File: src/rtl/fetch_stage.sv
// RV32I instruction fetch stage with IF/ID pipeline register.
// Owns the PC, addresses instruction memory combinationally from it, and
// latches the fetched word plus its PC for decode. Handles stall, redirect
// (branch/jump flush) and halts fetch on a misaligned redirect target.
module fetch_stage #(
    parameter logic [31:0] RESET_PC  = 32'h0000_0000,
    parameter logic [31:0] NOP_INSTR = 32'h0000_0013
) (
    input  logic        clk_i,
    input  logic        rst_i,
    input  logic        stall_i,
    input  logic        redirect_i,
    input  logic [31:0] redirect_pc_i,
    output logic [31:0] imem_addr_o,
    input  logic [31:0] imem_data_i,
    output logic [31:0] if_id_pc_o,
    output logic [31:0] if_id_pc4_o,
    output logic [31:0] if_id_instr_o,
    output logic        if_id_valid_o,
    output logic [6:0]  opcode_o,
    output logic        trap_o,
    output logic [31:0] trap_pc_o
);

    typedef enum logic {
        S_RUN  = 1'b0,
        S_TRAP = 1'b1
    } state_t;

    state_t      state_q, state_d;
    logic [31:0] pc_q, pc_d;
    logic [31:0] if_id_pc_q, if_id_pc_d;
    logic [31:0] if_id_instr_q, if_id_instr_d;
    logic        if_id_valid_q, if_id_valid_d;
    logic [31:0] trap_pc_q, trap_pc_d;

    logic        target_aligned;
    assign target_aligned = (redirect_pc_i[1:0] == 2'b00);

    // State and pipeline register update; reset overrides every other input.
    // NOTE: sequential state uses non-blocking assignments so every register
    // samples the pre-edge values, independent of statement order.
    always_ff @(posedge clk_i) begin
        if (rst_i) begin
            state_q       <= S_RUN;
            pc_q          <= RESET_PC;
            if_id_pc_q    <= 32'h0000_0000;
            if_id_instr_q <= NOP_INSTR;
            if_id_valid_q <= 1'b0;
            trap_pc_q     <= 32'h0000_0000;
        end else begin
            state_q       <= state_d;
            pc_q          <= pc_d;
            if_id_pc_q    <= if_id_pc_d;
            if_id_instr_q <= if_id_instr_d;
            if_id_valid_q <= if_id_valid_d;
            trap_pc_q     <= trap_pc_d;
        end
    end

    // Next-state logic: redirect beats stall beats advance while running;
    // while trapped, only a redirect has any effect.
    always_comb begin
        // NOTE: every next-state signal gets a hold default first, so no
        // path through the case leaves a signal unassigned (no latches).
        state_d       = state_q;
        pc_d          = pc_q;
        if_id_pc_d    = if_id_pc_q;
        if_id_instr_d = if_id_instr_q;
        if_id_valid_d = if_id_valid_q;
        trap_pc_d     = trap_pc_q;

        case (state_q)
            S_RUN: begin
                if (redirect_i) begin
                    if_id_pc_d    = 32'h0000_0000;
                    if_id_instr_d = NOP_INSTR;
                    if_id_valid_d = 1'b0;
                    if (target_aligned) begin
                        pc_d = redirect_pc_i;
                    end else begin
                        trap_pc_d = redirect_pc_i;
                        state_d   = S_TRAP;
                    end
                end else if (!stall_i) begin
                    if_id_pc_d    = pc_q;
                    if_id_instr_d = imem_data_i;
                    if_id_valid_d = 1'b1;
                    pc_d          = pc_q + 32'd4;  // wraps modulo 2^32
                end
            end
            S_TRAP: begin
                // Fetch is halted: keep the IF/ID register a bubble.
                if_id_pc_d    = 32'h0000_0000;
                if_id_instr_d = NOP_INSTR;
                if_id_valid_d = 1'b0;
                if (redirect_i) begin
                    if (target_aligned) begin
                        pc_d    = redirect_pc_i;
                        state_d = S_RUN;
                    end else begin
                        trap_pc_d = redirect_pc_i;
                    end
                end
            end
            default: begin
                state_d = S_RUN;
            end
        endcase
    end

    // Outputs come straight from registers; no input reaches them combinationally.
    assign imem_addr_o   = pc_q;
    assign if_id_pc_o    = if_id_pc_q;
    assign if_id_pc4_o   = if_id_pc_q + 32'd4;
    assign if_id_instr_o = if_id_instr_q;
    assign if_id_valid_o = if_id_valid_q;
    assign opcode_o      = if_id_instr_q[6:0];
    assign trap_o        = (state_q == S_TRAP);
    assign trap_pc_o     = trap_pc_q;

endmodule

File: config.mk
export PLATFORM = sky130hd
export DESIGN_NAME = fetch_stage
export DESIGN_NICKNAME = d
export VERILOG_FILES = /design/src/rtl/fetch_stage.sv
export SDC_FILE = /design/constraint.sdc
export NUM_CORES = 1
export LEC_CHECK = 0
export CAP_MARGIN = 20
export CORE_MARGIN = 1.5
export CORE_UTILIZATION = 29
export DETAILED_ROUTE_END_ITERATION = 16
export GPL_TIMING_DRIVEN = 0
export PLACE_DENSITY_LB_ADDON = 0.1
export SETUP_SLACK_MARGIN = 0.4
export SYNTH_ARGS = -nofsm -noshare
export SYNTH_HDL_FRONTEND = slang
export SYNTH_SLANG_ARGS = --single-unit
File: constraint.sdc
create_clock -name clk_i -period 1.9 [get_ports clk_i]
set_clock_uncertainty 0.15 [all_clocks]
set_input_delay 0.38 -clock clk_i [delete_from_list [all_inputs] [get_ports clk_i]]
set_output_delay 0.38 -clock clk_i [all_outputs]
set_load 0.02 [all_outputs]
==> results.md <==
- Worst path max stage delay: 0.62 ns
- Crit path arrival time: roughly 2.2 ns
- Post-Syn Nets: 788
- CTS tree: done
- Crit path from: if_id_pc_o[18]
- Largest net degree at the start of global routing: 17
- Hold WC Path Type: in -> reg
- DR DRC count: 0
- Pre-CTS setup slack: -1.08 ns
- Post-synth top cells: dfxtp_1, nand2_1, nor2_1, mux2i_1, a21oi_1
- Slowest-stage cell, CP: or4_4
- Synth Instances: 718
- Most used DFF post-synth: dfxtp_1
- Most common cell in the netlist: dfxtp_1
- Per-cell routed wire length: around 18 um
- CTS root buf: clkbuf_16
- Max clock buf depth: 2
- Final setup vio count: 31
- Relative slew slack: 55.1%
- Share of cells above drive strength 1: 58.5%
- CP Max Fanout: 4
- Failing checks: setup timing
- Hold_buf cts: 0
- Final Hold Viols: 0
- Required time worst endpoint: 1.37 ns
- Worst Setup Start Kind: register
- Sequential area share after synthesis: 43.3%
- Worst path depth: 6
- Critical Path End: if_id_pc4_o[29]
- Grt total ovfl: 0
- Worst Max-Slew Pin Slew: 0.673 ns
- First-pass GRT wire length: 36.9 mm
- Max-slew violations: 0
- Leakage power: 5.34 nW
- Wirelength, routed: around 25 mm
- VDD IR max: 514 uV
- Final setup margin: -0.857 ns
- RSZ-0062 raised after global routing: yes
- CP delay by family, top: simple AND/OR/NAND/NOR gates
- Reg2reg setup slack: -0.04 ns
- Clock latency on the worst-skew pair: 0.42 ns
- Crit path buf inv count: 1
- Outcome: finished with violations
- Initial DRC count: 487
- Hold path depth: 4
- Vias in the first global route: ~6400
- Clock sink count: 130
- Number of diodes: 0
- Crit path capture type: output pin
- Min Tclk post-route: 2.76 ns
- DIE AREA: 0.0216 mm^2
- Syn-to-layout area delta: 105%
- Total number of vias: 6838
- Critical path type: reg -> out
- Maximum clock frequency: 363 MHz
- Placer Congestion: 0.858
- CP Cell Sequence: and4_4, nand4_1, or4_4, nor3_4, xnor2_2, buf_4
- Area contributors post-synth: dfxtp_1, mux2i_1, nand2_1, nor2_1, a21oi_1
- Filler cell count: 1749
- Clock slew at reported path FFs: approximately 0.06 ns
- Htree depth: 4
- Ys Warns: 0
- Num CTS Buffers: 17
- Initial Utilization: 29.6%
- Final core utilization: 60.7%
- DRT Pass-1 Iters: 5
- Initial antenna violation count: 0
- Top cell type's share of synthesized area: ~43%
- Post-DP HPWL: about 16 mm
- Cell Rows: 52
- Reg2reg start: imem_addr_o[9]
- Ys async rst share: 0%
- Power Density: roughly 630 mW/mm^2
- Placeable Area: 0.0203 mm^2
- Overall routing resource usage: between 20 and 25%
- Syn Area/Cell: about 8.4 um^2
- # port buffers: 234
- # IOs: 237
- Post-synth EDFFs: 0
- Vias per inst: 4.91
- Design Power: roughly 7.7 mW
- Nets: roughly 1200
- Post-synth top area cell: dfxtp_1
- Synth Register Bits: between 100 and 150
- Post-Synthesis Cell Area: 0.00601 mm^2
- Cells on worst reg2reg path: 8
- Die height: roughly 150 um
- WHS: 0.231 ns
- Die width: 147 um
- Fin crit share: 145%
- R2R Path End: imem_addr_o[24]
- Final ANT Viol Nets: 0
- Netlist cell types: 55
- Max cap viols: 0
worst min path at each step:
stage	slack, ns	from	to
floorplan	0.35	imem_data_i[0]	if_id_instr_o[0]
global placement	0.28	if_id_valid_o	if_id_valid_o
detailed placement	0.29	if_id_valid_o	if_id_valid_o
CTS	0.20	redirect_i	trap_pc_o[0]
global route	0.24	redirect_i	trap_pc_o[0]
finish	0.23	redirect_i	trap_pc_o[0]
layout by cell type (no fill, tap or decap), types with 6 or more instances in the layout:
cell	n
dfxtp_4	56
buf_8	9
nand2_1	108
buf_4	114
clkbuf_16	29
nand3_1	12
nand2_2	7
buf_6	138
clkdlybuf4s50_1	62
nand4_1	13
nor2_2	7
buf_12	8
dfxtp_1	59
nor3_4	6
inv_1	8
nor2_4	62
a211oi_2	6
nand3_4	6
nor3_1	8
o22ai_2	6
nand2_4	7
mux2i_1	65
xnor2_2	17
a21oi_1	43
nor2_1	26
dfxtp_2	15
buf_2	68
a21oi_2	11
registers in the layout, summed over array words and instances (netlist names), named ones only:
name	cells
if_id_valid_o	1
if_id_instr_o	32
trap_pc_o	32
if_id_pc_o	32
imem_addr_o	32
repair_timing:
item,4_1_cts,5_1_grt
buffers inserted,79,52
endpoints found under the setup margin,299,223
hold endpoints to repair,0,0
gates resized for setup,1029,228
cloned,6,3
pin swaps,107,76
worst reg2reg max path, delay by kind of cell (launching register included):
family	cells	cell delay, ns
simple gates	4	0.79
flops	1	0.35
compound gates	1	0.12
buf+inv	3	0.43
per-stage QoR:
stage | std cells | TNS [ns] | area, um^2
3_3_place_gp | 1222 | -50.69 | 9400
5_1_grt | 1394 | -15.81 | 12300
6_report | 1394 | -13.47 | 12300
3_5_place_dp | 1222 | -50.16 | 9400
4_1_cts | 1339 | -12.88 | 11000
2_1_floorplan | 718 | -2.23 | 6720
metal layers:
metal | vias up | GRT usage (%) | share of wire, %
li1 | 3290 | - | -
met1 | 3255 | 30.0 | 45
met2 | 262 | 34.6 | 47
met3 | 31 | 5.47 | 6.4
met4 | 0 | 5.25 | 1.5
met5 | - | 0 | 0
power breakdown:
group	internal, mW	leakage, nW	switching [mW]
logic	0.765	3.94	0.788
clock network	1.96	0.295	1.28
registers	2.79	1.11	0.115
total	5.51	5.34	2.19
cell families after synthesis:
family,share of synthesized area [%]
DFF,43.3
AOI/OAI and AO/OA,11.8
xor gates and xnor gates,4.23
adders and majority gates,0.417
and+or+nand+nor,24.0
buffers and inverters,4.75
muxes,11.5
area by class of cell:
class | instances | area, um^2 | share of cell area (%)
plain buffers | 54 | 679 | 5.52
repair buffers | 374 | 3430 | 27.8
inverters | 9 | 33.8 | 0.274
clock inverters | 14 | 134 | 1.09
clock buffers | 18 | 439 | 3.57
well taps | 270 | 338 | 2.74
flip-flops and latches | 130 | 2830 | 23.0
multi-input cells | 525 | 4430 | 36.0
Power figures use the tool's default switching activity.
